`config.mk`:
```
export PLATFORM = sky130hd
export DESIGN_NAME = pipelined_adder_tree
export DESIGN_NICKNAME = d
export VERILOG_FILES = /design/src/rtl/pipelined_adder_tree.sv
export SDC_FILE = /design/constraint.sdc
export NUM_CORES = 1
export LEC_CHECK = 0
export ABC_AREA = 1
export ABC_CLOCK_PERIOD_IN_PS = 9320
export BUFFER_PORTS_ARGS = -buffer_cell sky130_fd_sc_hd__buf_2
export CAP_MARGIN = 40
export CORE_ASPECT_RATIO = 1.5
export CORE_MARGIN = 2
export CORE_UTILIZATION = 50
export CTS_BUF_LIST = sky130_fd_sc_hd__clkbuf_8
export DETAILED_ROUTE_END_ITERATION = 12
export GPL_TIMING_DRIVEN = 0
export PLACE_DENSITY = 0.67
export SYNTH_ARGS = -nofsm -noshare
export SYNTH_HDL_FRONTEND = slang
export SYNTH_SLANG_ARGS = --single-unit
export TNS_END_PERCENT = 50
```
`constraint.sdc`:
```
create_clock -name clk -period 9.32 [get_ports clk]
set_input_delay 0.466 -clock clk [delete_from_list [all_inputs] [get_ports clk]]
set_output_delay 0.466 -clock clk [all_outputs]
set_load 0.01 [all_outputs]
```
`src/rtl/pipelined_adder_tree.sv`:
```
// pipelined_adder_tree
//
// Fully pipelined binary adder tree. It sums N = 2**LOG2_N operands of WIDTH
// bits each into one exact WIDTH+LOG2_N bit result. A valid/ready handshake
// with whole-pipeline backpressure sits around the datapath.
//
// Parameters:
//   WIDTH   bits per input operand (>= 1)
//   LOG2_N  number of adder levels; operand count N = 2**LOG2_N (1..6)
//   SIGNED  0 = operands unsigned (zero-extend), 1 = two's complement (sign-extend)
//
// Ports:
//   clk        rising-edge clock
//   rst        synchronous active-high reset; clears every valid and data register
//   in_data    packed operands, operand i at [i*WIDTH +: WIDTH]
//   in_valid   in_data carries a vector this cycle
//   in_ready   the tree accepts in_data this cycle (never depends on in_valid)
//   out_sum    sum of all N operands of the oldest vector in the tree
//   out_valid  out_sum holds a result
//   out_ready  the consumer takes out_sum this cycle
//
// Structure: stage 0 registers the raw operands. Stage k (1..LOG2_N) registers
// the level-k pairwise sums, N/2**k of them, each WIDTH+k bits wide. The last
// stage drives out_sum/out_valid. One global enable advances every stage
// together, so a stall freezes bubbles as well as data.

module pipelined_adder_tree #(
  parameter int WIDTH  = 17,
  parameter int LOG2_N = 3,
  parameter int SIGNED = 0
) (
  input  logic                          clk,
  input  logic                          rst,
  input  logic [(WIDTH<<LOG2_N)-1:0]    in_data,
  input  logic                          in_valid,
  output logic                          in_ready,
  output logic [WIDTH+LOG2_N-1:0]       out_sum,
  output logic                          out_valid,
  input  logic                          out_ready
);

  localparam int   N   = 1 << LOG2_N;
  localparam logic EXT = (SIGNED != 0);

  logic              en;
  logic [LOG2_N:0]   valid_q;
  logic [LOG2_N:0]   valid_d;
  logic [WIDTH-1:0]  op_q [N];

  // The pipeline may advance whenever the output register is empty or being
  // drained this cycle.
  assign en        = !valid_q[LOG2_N] || out_ready;
  assign in_ready  = en;
  assign out_valid = valid_q[LOG2_N];

  // Valid bits shift as one chain; bubbles move along with the data.
  always_comb begin
    valid_d = valid_q;
    if (en) begin
      valid_d = {valid_q[LOG2_N-1:0], in_valid};
    end
  end

  always_ff @(posedge clk) begin
    if (rst) begin
      valid_q <= '0;
    end else begin
      valid_q <= valid_d;
    end
  end

  // Stage 0 captures the raw operands only for real vectors, so the data
  // registers keep their contents across bubbles.
  always_ff @(posedge clk) begin
    if (rst) begin
      for (int i = 0; i < N; i++) begin
        op_q[i] <= '0;
      end
    end else if (en && in_valid) begin
      for (int i = 0; i < N; i++) begin
        op_q[i] <= in_data[i*WIDTH +: WIDTH];
      end
    end
  end

  for (genvar k = 1; k <= LOG2_N; k++) begin : g_lvl
    localparam int IW = WIDTH + k - 1;
    localparam int SW = WIDTH + k;
    localparam int M  = N >> k;

    logic [IW-1:0] in_w  [2*M];
    logic [SW-1:0] sum_d [M];
    logic [SW-1:0] sum_q [M];

    // Level 1 reads the operand registers; deeper levels read the sums of the
    // level before, which are exactly one bit narrower than this level.
    for (genvar j = 0; j < 2*M; j++) begin : g_in
      if (k == 1) begin : g_first
        assign in_w[j] = op_q[j];
      end else begin : g_next
        assign in_w[j] = g_lvl[k-1].sum_q[j];
      end
    end

    // Each operand grows by one bit before the add, so the sum never overflows.
    always_comb begin
      for (int j = 0; j < M; j++) begin
        sum_d[j] = {EXT & in_w[2*j][IW-1], in_w[2*j]}
                 + {EXT & in_w[2*j+1][IW-1], in_w[2*j+1]};
      end
    end

    always_ff @(posedge clk) begin
      if (rst) begin
        for (int j = 0; j < M; j++) begin
          sum_q[j] <= '0;
        end
      end else if (en && valid_q[k-1]) begin
        for (int j = 0; j < M; j++) begin
          sum_q[j] <= sum_d[j];
        end
      end
    end
  end

  assign out_sum = g_lvl[LOG2_N].sum_q[0];

endmodule

```
==> metrics.md <==
| Metric | Value |
|---|---|
| Status | `finished clean` |
| Die Width | `152 um` |
| Pwr Total | `3.00 mW` |
| Root Buffer | `clkbuf_8` |
| IO Port Bufs | `160` |
| Final Setup Violations | `0` |
| # IOs | `162` |
| Via count | `13,174` |
| Clock skew | `approximately 0.012 ns` |
| Cell Area, Placed | `17,900 sq um` |
| TritonCTS buffer count | `43` |
| Mapped cell area | `16,500 sq um` |
| Core ar. | `about 33,000 sq um` |
| Total power per unit cell area | `160 nW/um^2` |
| Final period utilization | `24.2%` |
| Synth warn | `0` |
| Pin count of the biggest net entering global routing | `64` |
| Worst Hold Launch | `in_data[128]` |
| Post_cts resized | `0` |
| Post-synthesis register bit count | `270` |
| Synth cell types | `40` |
| Routed Antenna Nets | `0` |
| Worst r2r src | `g_lvl[1].sum_q[3][0]$_SDFFCE_PN0P_` |
| Worst Setup Start Kind | `register` |
| DRT iter0 DRCs | `717` |
| GR met1 Demand/Resource | `between 20% and 30%` |
| CP Max Fanout | `4` |
| Crit path to | `g_lvl[2].sum_q[0][35]$_SDFFCE_PN0P_` |
| Initial antenna violation count | `1` |
| Avg Cell Area, Syn | `roughly 8.5 sq um` |
| R2r worst-path depth | `10` |
| RSZ-0062 raised after global routing | `false` |
| Placed cells | `2,529` |
| Max-cap violations | `0` |
| Post-CTS Setup Bufs | `0` |
| Yosys top cell by area | `edfxtp_1` |
| Slew headroom | `54.8%` |
| DR pass1 iterations | `5` |
| Diode count | `0` |
| Syn nets | `2,219` |
| Die ar. | `between 30,000 and 40,000 sq um` |
| P&R area growth vs syn | `13.9%` |
| First-pass GRT wire length | `61,600 um` |
| Vias in the first global route | `approximately 13,000` |
| H-tree Lvls | `2` |
| GPL Wtd Cong | `0.891` |
| Post-route setup TNS | `0 ns` |
| Cells after synthesis | `1,949` |
| Most frequent cells in the layout | `nand2_1, nor2_1, inv_1` |
| Arrival @ worst endpoint | `~2.6 ns` |
| Worst Setup SP | `g_lvl[1].sum_q[3][0]$_SDFFCE_PN0P_` |
| Final #Nets | `2,429` |
| Initial Utilization | `50.7%` |
| CTS tree | `yes` |
| Min Clock Period, post-route | `between 2 and 2.5 ns` |
| Max VDD drop | `0.113 mV` |
| Hold depth | `3` |
| CTS clock-pin slew for the worst setup and hold paths | `roughly 0.060 ns` |
| Met3 Resource Use GR | `3.27%` |
| Slew Limit Fails | `0` |
| Hold-fix buffers at CTS | `0` |
| Leak | `9.25 nW` |
| Residual DRC | `0` |
| CTS Buffer Depth | `3` |
| Register area share after synthesis | `about half` |
| DP Wirelength | `30,100 um` |
| Clk_lat worst skew | `0.58 ns` |
| Reg2reg end | `g_lvl[2].sum_q[0][35]$_SDFFCE_PN0P_` |
| Most common cell after layout, fill and taps aside | `nand2_1` |
| HP Class | `in -> reg` |
| Area contributors post-synth | `edfxtp_1, nand2_1, ha_1` |
| Fin cells | `2,608` |
| Fin area | `18,800 sq um` |
| Yosys top cell area share | `between 40% and 50%` |
| F_max | `443 MHz` |
| Row count | `81` |
| WL/cell | `14.5 um` |
| Die height | `226 um` |
| Met2 GRT Util | `40.8%` |
| Final WL | `about 38,000 um` |
| Layout cells sized above 1 | `12.9%` |
| Worst Tran Pin Value | `0.676 ns` |
| Worst Path Required | `9.66 ns` |
| Gr usage total | `22.2%` |
| DR vias/cell | `between 5 and 6` |
| Worst setup path class | `reg -> reg` |
| Core Util, Final | `57.7%` |
| GRT Max-Usage Layer | `met2` |
| Clk sinks | `270` |
| GRT overflow | `0` |
| Reg2reg setup slack | `a little over 7 ns` |
| Final hold violation count | `0` |
| CP Capture Type | `register` |
-- how the worst min path moves through the flow --
| stage | end | slack (ns) |
|---|---|---|
| floorplan | valid_q[0]$_SDFFE_PP0N_ | 0.50 |
| global placement | valid_q[0]$_SDFFE_PP0N_ | 0.51 |
| CTS | op_q[1][67]$_SDFFCE_PP0P_ | 0.14 |
| finish | op_q[1][60]$_SDFFCE_PP0P_ | 0.18 |
| global route | op_q[1][48]$_SDFFCE_PP0P_ | 0.17 |
| detailed placement | valid_q[0]$_SDFFE_PP0N_ | 0.52 |
-- metal layers --
layer  routed length, um  share of wire (%)
met5                   0                  0
met4                1580                4.2
met3                1550                4.1
met2               19200                 51
met1               15400                 41
-- cell type report --
cell class | instances | area [sq um]
plain buffers | 26 | 196
clock buffers | 48 | 661
clock inverters | 31 | 188
fillers | 3005 | 13800
inverters | 316 | 1200
multi-input cells | 1337 | 7040
flip-flops and latches | 270 | 8070
well taps | 415 | 519
repair buffers | 165 | 898
-- power by group --
part	leakage (nW)	switching, mW	internal [mW]
Combinational	5.89	0.357	0.185
Clock	0.469	0.472	0.529
Sequential	2.90	0.0320	1.43
Total	9.25	0.862	2.14
-- synthesized netlist by cell type (all sizes together) --
cell type / count
dfxtp: 4
nor3: 7
a21o: 3
a211oi: 4
nand4: 9
o21a: 12
o21bai: 2
and2: 12
clkbuf: 3
nand2b: 1
nor2: 352
fa: 7
o21ai: 111
ha: 123
nand3b: 5
nor4: 6
inv: 315
edfxtp: 266
buf: 23
nand3: 70
a21oi: 187
or2: 2
nor3b: 3
nand2: 421
clkinv: 1
-- state kept, by name, indices dropped and copies added (netlist names) --
name	flops
g_lvl.sum_q	130
op_q	136
valid_q	4
-- kinds of logic after synthesis --
kind of cell               count (synthesis)  share of synthesized area (%)
and+or+nand+nor                          888                           21.9
adders and majority gates                130                           10.2
buffers and inverters                    342                           8.48
AOI/OAI and AO/OA                        319                           10.4
DFF                                      270                           48.9
-- critical path, cell delays in order (launching register included) --
cell and delay, ns:
edfxtp_1 0.33, ha_1 0.17, inv_1 0.07, fa_1 0.45, o21ai_2 0.24, nand2_1 0.09
nand2_1 0.16, nand2_1 0.07, nand2_1 0.09, nor2_1 0.05, nor2_1 0.32
-- through the flow --
step	hold slack [ns]	setup slack, ns
6_report	0.176	7.06
5_1_grt	0.166	6.84
4_1_cts	0.137	7.05
3_5_place_dp	0.521	7.08
3_3_place_gp	0.512	3.82
2_1_floorplan	0.498	5.16
No activity file was read; power rests on OpenSTA's default activity.
